<file path="src/rtl/dmem_port_arbiter_pkg.sv">
// dmem_port_arbiter_pkg: FSM state encodings and owner ids shared by the dmem port arbiter
// and its winner-select sub-module.
package dmem_port_arbiter_pkg;

    typedef enum logic [1:0] {
        ARB_IDLE   = 2'd0,
        ARB_ACCESS = 2'd1,
        ARB_RESP   = 2'd2
    } arb_state_t;

    typedef enum logic {
        ARB_PORT0 = 1'b0,
        ARB_PORT1 = 1'b1
    } arb_port_t;

endpackage

</file>
<file path="src/rtl/dmem_port_arbiter_arb_pick.sv">
// arb_pick: combinational winner select between the two dmem requesters.
// i_prefer1 breaks ties toward port 1 (starvation guard or round-robin pointer).
module arb_pick
    import dmem_port_arbiter_pkg::*;
(
    input  logic      i_en,
    input  logic      i_req0,
    input  logic      i_req1,
    input  logic      i_prefer1,
    output logic      o_gnt0,
    output logic      o_gnt1,
    output arb_port_t o_winner
);

    // Tie-break only on contention; a lone requester always wins.
    always_comb begin
        o_winner = ARB_PORT0;
        if (i_req0 && i_req1) begin
            o_winner = i_prefer1 ? ARB_PORT1 : ARB_PORT0;
        end else if (i_req1) begin
            o_winner = ARB_PORT1;
        end else begin
            o_winner = ARB_PORT0;
        end
        o_gnt0 = i_en && i_req0 && (o_winner == ARB_PORT0);
        o_gnt1 = i_en && i_req1 && (o_winner == ARB_PORT1);
    end

endmodule

</file>
<file path="src/rtl/dmem_port_arbiter.sv">
// dmem_port_arbiter: shares one data-memory port between the CPU (port 0) and a secondary master (port 1).
// Define ARB_ROUND_ROBIN_EN for round-robin arbitration; default is fixed priority with a starvation guard.
module dmem_port_arbiter
    import dmem_port_arbiter_pkg::*;
#(
    parameter int DATA_W       = 32,
    parameter int ADDR_W       = 32,
    parameter int MEM_LAT      = 1,
    parameter int STARVE_LIMIT = 4
) (
    input  logic              clk,
    input  logic              reset,
    input  logic              m0_req,
    input  logic              m0_we,
    input  logic [ADDR_W-1:0] m0_addr,
    input  logic [DATA_W-1:0] m0_wdata,
    output logic              m0_gnt,
    output logic              m0_rvalid,
    output logic [DATA_W-1:0] m0_rdata,
    input  logic              m1_req,
    input  logic              m1_we,
    input  logic [ADDR_W-1:0] m1_addr,
    input  logic [DATA_W-1:0] m1_wdata,
    output logic              m1_gnt,
    output logic              m1_rvalid,
    output logic [DATA_W-1:0] m1_rdata,
    output logic              mem_we,
    output logic [ADDR_W-1:0] mem_addr,
    output logic [DATA_W-1:0] mem_wdata,
    input  logic [DATA_W-1:0] mem_rdata,
    output logic              busy
);

    localparam int               CNT_W    = (MEM_LAT < 1) ? 1 : $clog2(MEM_LAT + 1);
    localparam logic [CNT_W-1:0] CNT_LOAD = CNT_W'(MEM_LAT - 1);

    generate
        if (MEM_LAT < 1) begin : g_bad_mem_lat
            $error("dmem_port_arbiter: MEM_LAT must be at least 1");
        end
    endgenerate

    arb_state_t        r_state;
    arb_state_t        w_next_state;
    logic [CNT_W-1:0]  r_cnt;
    logic              r_cap_we;
    logic [ADDR_W-1:0] r_cap_addr;
    logic [DATA_W-1:0] r_cap_wdata;
    logic [DATA_W-1:0] r_rdata;
    arb_port_t         r_owner;
    logic              w_arb_en;
    logic              w_prefer1;
    logic              w_gnt0;
    logic              w_gnt1;
    logic              w_any_gnt;
    arb_port_t         w_winner;

    // Grants are suppressed while reset is held so every output reads 0 during reset.
    assign w_arb_en  = ((r_state == ARB_IDLE) || (r_state == ARB_RESP)) && !reset;
    assign w_any_gnt = w_gnt0 || w_gnt1;

    arb_pick u_arb_pick (
        .i_en      (w_arb_en),
        .i_req0    (m0_req),
        .i_req1    (m1_req),
        .i_prefer1 (w_prefer1),
        .o_gnt0    (w_gnt0),
        .o_gnt1    (w_gnt1),
        .o_winner  (w_winner)
    );

`ifdef ARB_ROUND_ROBIN_EN
    logic r_rr_pref;

    assign w_prefer1 = r_rr_pref;

    // Round-robin pointer: after each grant the other port is preferred.
    always_ff @(posedge clk or posedge reset) begin
        if (reset) begin
            r_rr_pref <= 1'b0;
        end else if (w_any_gnt) begin
            r_rr_pref <= (w_winner == ARB_PORT0);
        end
    end
`else
    localparam int STV_W = (STARVE_LIMIT < 1) ? 1 : $clog2(STARVE_LIMIT + 1);

    logic [STV_W-1:0] r_starve;

    assign w_prefer1 = (r_starve == STV_W'(STARVE_LIMIT));

    // Starvation counter: counts port-1 losses, saturates at the limit, clears on a port-1 grant.
    always_ff @(posedge clk or posedge reset) begin
        if (reset) begin
            r_starve <= '0;
        end else if (w_gnt1) begin
            r_starve <= '0;
        end else if (w_gnt0 && m1_req && !w_prefer1) begin
            r_starve <= r_starve + STV_W'(1);
        end
    end
`endif

    // FSM state register.
    always_ff @(posedge clk or posedge reset) begin
        if (reset) begin
            r_state <= ARB_IDLE;
        end else begin
            r_state <= w_next_state;
        end
    end

    // FSM next-state logic.
    always_comb begin
        w_next_state = r_state;
        case (r_state)
            ARB_IDLE:   w_next_state = w_any_gnt ? ARB_ACCESS : ARB_IDLE;
            ARB_ACCESS: w_next_state = (r_cnt == '0) ? ARB_RESP : ARB_ACCESS;
            ARB_RESP:   w_next_state = w_any_gnt ? ARB_ACCESS : ARB_IDLE;
            default:    w_next_state = ARB_IDLE;
        endcase
    end

    // Request capture at grant, access countdown, and read-data latch on the last access cycle.
    always_ff @(posedge clk or posedge reset) begin
        if (reset) begin
            r_cap_we    <= 1'b0;
            r_cap_addr  <= '0;
            r_cap_wdata <= '0;
            r_owner     <= ARB_PORT0;
            r_cnt       <= '0;
            r_rdata     <= '0;
        end else begin
            if (w_any_gnt) begin
                r_cap_we    <= (w_winner == ARB_PORT1) ? m1_we    : m0_we;
                r_cap_addr  <= (w_winner == ARB_PORT1) ? m1_addr  : m0_addr;
                r_cap_wdata <= (w_winner == ARB_PORT1) ? m1_wdata : m0_wdata;
                r_owner     <= w_winner;
                r_cnt       <= CNT_LOAD;
            end else if ((r_state == ARB_ACCESS) && (r_cnt != '0)) begin
                r_cnt <= r_cnt - CNT_W'(1);
            end
            if ((r_state == ARB_ACCESS) && (r_cnt == '0)) begin
                r_rdata <= r_cap_we ? '0 : mem_rdata;
            end
        end
    end

    // FSM outputs: write strobe on the first access cycle, one-cycle response to the owner.
    always_comb begin
        m0_rvalid = 1'b0;
        m1_rvalid = 1'b0;
        m0_rdata  = '0;
        m1_rdata  = '0;
        mem_we    = 1'b0;
        busy      = 1'b0;
        case (r_state)
            ARB_ACCESS: begin
                mem_we = r_cap_we && (r_cnt == CNT_LOAD);
                busy   = 1'b1;
            end
            ARB_RESP: begin
                busy = 1'b1;
                if (r_owner == ARB_PORT0) begin
                    m0_rvalid = 1'b1;
                    m0_rdata  = r_rdata;
                end else begin
                    m1_rvalid = 1'b1;
                    m1_rdata  = r_rdata;
                end
            end
            default: begin
                busy = 1'b0;
            end
        endcase
    end

    assign m0_gnt    = w_gnt0;
    assign m1_gnt    = w_gnt1;
    assign mem_addr  = r_cap_addr;
    assign mem_wdata = r_cap_wdata;

endmodule

</file>
<file path="config.mk">
export PLATFORM = sky130hd
export DESIGN_NAME = dmem_port_arbiter
export DESIGN_NICKNAME = d
export VERILOG_FILES = /design/src/rtl/dmem_port_arbiter_pkg.sv /design/src/rtl/dmem_port_arbiter_arb_pick.sv /design/src/rtl/dmem_port_arbiter.sv
export SDC_FILE = /design/constraint.sdc
export NUM_CORES = 1
export LEC_CHECK = 0
export ABC_CLOCK_PERIOD_IN_PS = 7280
export CORE_AREA = 2 2 116 118
export CTS_CLUSTER_DIAMETER = 40
export DETAILED_ROUTE_END_ITERATION = 8
export DIE_AREA = 0 0 118 120
export GPL_TIMING_DRIVEN = 0
export PLACE_DENSITY = 0.88
export REMOVE_ABC_BUFFERS = 1
export SYNTH_ARGS = -nofsm -noshare
export SYNTH_HDL_FRONTEND = slang
export SYNTH_SLANG_ARGS = --single-unit
</file>
<file path="constraint.sdc">
create_clock -name clk -period 7.28 [get_ports clk]
set_clock_uncertainty 0.05 [all_clocks]
set_input_delay 1.456 -clock clk [delete_from_list [all_inputs] [get_ports clk]]
set_output_delay 1.456 -clock clk [all_outputs]
set_load 0.1 [all_outputs]
</file>
==> results of run 1 <==
[stage by stage]
stage	setup slack (ps)	cell area [um^2]
after CTS	919	8540
after global placement	1110	8120
after detailed placement	931	8230
after global routing	1320	8570
after floorplan	1750	4910
final	1420	8570
[flip-flops by register name, summed over array words and instances (netlist names)]
signal,cells
r_starve,3
r_state,2
r_owner,1
mem_wdata,32
mem_addr,32
r_cap_we,1
r_rdata,32
r_cnt,1
[placed cells by master (no fill, tap or decap), types with 2 or more instances in the layout]
| cell | Yosys | routed |
|---|---|---|
| o221a_1 | 39 | 39 |
| and3_1 | 33 | 33 |
| and2_1 | 33 | 33 |
| o21bai_1 | 65 | 64 |
| buf_12 | 0 | 4 |
| clkbuf_16 | 0 | 9 |
| ha_1 | 6 | 6 |
| dfrtp_1 | 104 | 104 |
| bufinv_16 | 0 | 2 |
| clkdlybuf4s50_1 | 0 | 299 |
| nand2_1 | 67 | 67 |
| o21ai_0 | 35 | 35 |
| inv_1 | 10 | 9 |
| o221a_2 | 26 | 26 |
[routing by layer]
metal  vias to the layer above  global-route usage  share of wire
li1                       2286                   -              -
met1                      2371               0.279           0.39
met2                       250               0.401           0.50
met3                        36              0.0623          0.082
met4                         0              0.0986          0.030
met5                         -                   0              0
[kinds of logic after synthesis]
| family | Yosys count |
|---|---|
| adders and majority gates | 6 |
| muxes | 1 |
| AOI/OAI and AO/OA | 171 |
| DFF | 104 |
| and+or+nand+nor | 142 |
| buffers and inverters | 58 |
[cell type report]
cell class / count / area share
Multi-Input combinational cell: 320 / 0.268
Clock buffer: 11 / 0.0283
Clock inverter: 3 / 0.00788
Sequential cell: 104 / 0.304
Tap cell: 176 / 0.0257
Inverter: 11 / 0.00511
Timing Repair Buffer: 304 / 0.362
[worst max-delay path, stage by stage]
cell	delay, ps
clkdlybuf4s50_1	490
o21ba_4	320
nand3_2	440
buf_12	370
inv_1	90
clkdlybuf4s50_1	1150
[path summary, 6_finish.rpt]
check / start / endpoint / slack [ps] / depth (start not counted)
min reg2reg: r_rdata[28] / r_rdata[28] / 450 / 2
max in group asynchronous: reset / mem_wdata[15] / 4890 / 3
min in group asynchronous: reset / r_cnt / 1570 / 2
max: reset / m0_gnt / 1420 / 6
max reg2reg: r_state[0] / mem_wdata[26] / 4310 / 6
min: r_rdata[28] / r_rdata[28] / 450 / 2
[power by group through the flow]
stage	logic, uW	registers [uW]	clock network (uW)
2_1_floorplan	552	1820	0
3_3_place_gp	1980	907	0
3_5_place_dp	2030	921	0
4_1_cts	2030	915	527
5_1_grt	2090	945	548
6_report	2030	919	515
==> impl_metrics.env, run 1 <==
export IMPL_status="finished clean"
export IMPL_tns_ps=0
export IMPL_yosys_area_share_simple=0.141
export IMPL_critPathKind="in2out"
export IMPL_cts_made_buffers=9
export IMPL_critPathMaxFanout=45
export IMPL_synthTopCellsByArea="dfrtp_1, o21bai_1, o221a_1"
export IMPL_synth_top_family_by_area="compound AO/OA/AOI/OAI gates"
export IMPL_fin_util=0.660
export IMPL_worst_pin_slew_ps=1090
export IMPL_synthFlopType="dfrtp_1"
export IMPL_grt_pass1_wl_um=26400
export IMPL_synth_xor_area_frac=0
export IMPL_p_sw_uw=1800
export IMPL_ys_ff_latch=104
export IMPL_seqPwrFrac=0.266
export IMPL_report_final_slew_viol_count=0
export IMPL_p_leak_uw=0.00355
export IMPL_grt_remaining_overflow=0
export IMPL_cts_hold_buffers=0
export IMPL_yosysMostFrequentCell="dfrtp_1"
export IMPL_floorplan_initialDensity=0.396
export IMPL_grt_max_degree=68
export IMPL_clk_pin_slew_ps=60
export IMPL_cts_sinks=104
export IMPL_htree_levels=3
export IMPL_cts_setup_buffers=0
export IMPL_fin_crit_sh=0.805
export IMPL_drt_wl_total_um=17200
export IMPL_seqCellArea_um2=2600
export IMPL_synthAdderAreaFrac=0.0146
export IMPL_fmax_mhz=171
export IMPL_grt_total_usage=0.234
export IMPL_max_vdd_ir_drop_v=0.000325
export IMPL_fillers=998
export IMPL_synth_edf_count=0
export IMPL_clockBufferDepth=2
export IMPL_netlist_instances=482
export IMPL_numPortBuffers=299
export IMPL_stdcell_count=929
export IMPL_p_total_uw=3460
export IMPL_yosysWarnings=0
export IMPL_hold_class="reg2reg"
export IMPL_synth_common_cells="dfrtp_1, nand2_1, o21bai_1"
export IMPL_max_slew_margin_rel=0.273
export IMPL_p_comb_frac=0.586
export IMPL_ioPinCount=300
export IMPL_first_iter_violations=416
export IMPL_die_w_um=118
export IMPL_die_y_um=120
export IMPL_switching_share=0.521
export IMPL_detail_route_antenna_nets=0
export IMPL_drt_pass1_iterations=5
export IMPL_place_inst=914
export IMPL_synth_seq_area_share=0.506
export IMPL_die_area_um2=14200
export IMPL_fin_crit_ps=5860
export IMPL_rows=42
export IMPL_yosysTopAreaCell="dfrtp_1"
export IMPL_root_buffer="clkbuf_16"
export IMPL_clk_insertion_delay_late_ps=330
export IMPL_syn_avg_cell_area_um2=10.7
export IMPL_synth_compound_area_frac=0.282
export IMPL_cts_resized=0
export IMPL_dp_hpwl_um=12600
export IMPL_synthArstFlopShare=1.00
export IMPL_syn_cell_area_um2=5150
export IMPL_drc=0
export IMPL_hold_viol=0
export IMPL_cp_arrival_ps=4350
export IMPL_diodes=0
export IMPL_drive_gt1_frac=0.0704
export IMPL_cts_tree="yes"
export IMPL_area_growth_pct=66.6
export IMPL_multi_input_area_um2=2300
export IMPL_synth_area_mux_share=0.00219
export IMPL_antenna_found_initial=0
export IMPL_yosysTopAreaCellShare=0.506
export IMPL_fin_nets=922
export IMPL_wl_per_cell_um=18.5
export IMPL_start_kind="primary input"
export IMPL_setup_violations=0
export IMPL_synth_cell_type_count=31
export IMPL_max_cap_viol_count=0
export IMPL_vias=4943
export IMPL_grt_setup_unrepaired="false"
export IMPL_internal_power_uw=1660
export IMPL_core_area_um2=13000
export IMPL_p_clk_frac=0.149
export IMPL_grt_pass1_vias=4896
export IMPL_worstPathRequired_ps=5770
export IMPL_place_gp_congestion=0.853
export IMPL_holdWs_ps=448
export IMPL_critPathCaptureType="output port"
export IMPL_via_per_inst=5.32
export IMPL_p_per_area_nw_per_um2=404
(Power assumes the default switching activity.)
==> run 2: changes to the inputs <==
ABC_CLOCK_PERIOD_IN_PS = 5100   (was 7280)
CORE_AREA = unset   (was 2 2 116 118)
CORE_MARGIN = 1.5   (was unset)
CORE_UTILIZATION = 35   (was unset)
DIE_AREA = unset   (was 0 0 118 120)
PLACE_DENSITY = 0.82   (was 0.88)
clock period = 5.1 ns   (was 7.28 ns; I/O delays follow)
==> run 2 against run 1 <==
Largest power group unchanged. Critical path depth decreased by 1. Sequential share of layout area about the same. First-iteration DRC count decreased by 55%. Global-route usage decreased by 2.0 points. Via count decreased by 0.97%. Flip-flop and latch count unchanged.
==> impl_metrics.env, run 2 (synthesis gave the netlist of run 1 again) <==
export IMPL_status="finished clean"
export IMPL_fin_crit_ps=4950
export IMPL_pre_cts_ws_ps=-368
export IMPL_cts_tree="yes"
export IMPL_worstPathRequired_ps=4030
export IMPL_hold_viol=0
export IMPL_drc=0
export IMPL_clk_insertion_delay_late_ps=350
export IMPL_root_buffer="clkbuf_16"
export IMPL_fin_nets=921
export IMPL_fin_util=0.595
export IMPL_wl_per_cell_um=17.9
export IMPL_die_y_um=124
export IMPL_dp_hpwl_um=12200
export IMPL_core_area_um2=14400
export IMPL_cts_made_buffers=9
export IMPL_critPathKind="in2out"
export IMPL_numPortBuffers=299
export IMPL_cp_arrival_ps=3880
export IMPL_start_kind="primary input"
export IMPL_grt_pass1_vias=4937
export IMPL_grt_setup_unrepaired="false"
export IMPL_die_w_um=124
export IMPL_cp_cell_sequence="clkdlybuf4s50_1 -> a21boi_0 -> nand3b_4 -> inv_1 -> clkdlybuf4s50_1"
export IMPL_max_cap_viol_count=0
export IMPL_holdWs_ps=445
export IMPL_max_slew_margin_rel=0.292
export IMPL_ioPinCount=300
export IMPL_critPathSlowestCell="clkdlybuf4s50_1"
export IMPL_layout_common_cells="clkdlybuf4s50_1, dfrtp_1, nand2_1"
export IMPL_p_per_area_nw_per_um2=573
export IMPL_fmax_mhz=202
export IMPL_critPathBufInv=3
export IMPL_diodes=0
export IMPL_detail_route_antenna_nets=0
export IMPL_setup_violations=0
export IMPL_die_area_um2=15400
export IMPL_hold_class="reg2reg"
export IMPL_critPathTopFamily="buffers and inverters"
export IMPL_p_leak_uw=0.00355
export IMPL_antenna_found_initial=0
export IMPL_report_final_slew_viol_count=0
export IMPL_drt_wl_total_um=16800
export IMPL_fin_crit_sh=0.971
export IMPL_vias=4895
export IMPL_cp_common_cell="clkdlybuf4s50_1"
export IMPL_critPathCaptureType="output port"
export IMPL_drive_gt1_frac=0.0729
export IMPL_grt_remaining_overflow=0
export IMPL_slowest_delay_ps=1150
export IMPL_grt_pass1_wl_um=26600
export IMPL_rows=44
export IMPL_worst_pin_slew_ps=1060
export IMPL_clk_pin_slew_ps=60
export IMPL_place_gp_congestion=0.842
export IMPL_floorplan_initialDensity=0.357
export IMPL_max_vdd_ir_drop_v=0.000381
export IMPL_area_growth_pct=66.9
export IMPL_fin_ws_ps=150
export IMPL_critPathMaxFanout=67
export IMPL_layout_commonest_cell="clkdlybuf4s50_1"
export IMPL_drt_pass1_iterations=4
export IMPL_via_per_inst=5.22
export IMPL_first_iter_violations=187
export IMPL_cts_sinks=104
export IMPL_grt_total_usage=0.215
export IMPL_grt_max_degree=68
export IMPL_cts_hold_buffers=0
export IMPL_clockBufferDepth=2
export IMPL_cts_setup_buffers=0
export IMPL_htree_levels=3
## run 2: repair_timing
item                       in CTS  in global routing
setup endpoints to repair       7                 35
gates resized for setup         0                  2
cloned                          0                  0
## run 2: report_power, final
| part | switching, uW | internal [uW] | total (uW) |
|---|---|---|---|
| Combinational | 2070 | 813 | 2890 |
| Clock | 297 | 434 | 731 |
| Sequential | 193 | 1110 | 1310 |
## run 2: routing by layer
metal  vias to the layer above  routed length (um)  GRT usage
li1                       2288                   -          -
met1                      2361                6570      0.252
met2                       224                8400      0.367
met3                        22                1380     0.0631
met4                         0                 411     0.0865
met5                         -                   0          0
## run 2: area by class of cell
| class | instances | area [um^2] |
|---|---|---|
| tap | 184 | 230 |
| inverter | 11 | 43.8 |
| fill | 1140 | 5840 |
| clock inverter | 2 | 35.0 |
| clock buffer | 14 | 284 |
| timing repair buffer | 303 | 3080 |
| multi-input combinational | 320 | 2310 |
| sequential | 104 | 2600 |
## run 2: tightest hold or removal path: stages (launching register included)
cell	delay (ps)
dfrtp_1	350
nand2_1	50
o21ai_0	70
## run 2: worst paths after layout
kind | start | endpoint | slack [ps] | cells past startpoint
setup / recovery | m0_req | m1_gnt | 150 | 5
hold / removal | r_rdata[7] | r_rdata[7] | 450 | 2
setup reg to reg | r_state[0] | mem_addr[13] | 2400 | 5
hold reg to reg | r_rdata[7] | r_rdata[7] | 450 | 2
max in group asynchronous | reset | mem_wdata[7] | 3180 | 3
min in group asynchronous | reset | r_rdata[28] | 1120 | 2
## run 2: stage by stage
step / setup TNS (ps) / cells / power [uW] / cell area (um^2)
2_1_floorplan: 0 / 435 / 3390 / 4910
3_3_place_gp: -45030 / 918 / 4140 / 8130
3_5_place_dp: -696 / 922 / 4210 / 8240
4_1_cts: -1030 / 938 / 4950 / 8560
5_1_grt: 0 / 938 / 5110 / 8590
6_report: 0 / 938 / 4920 / 8590
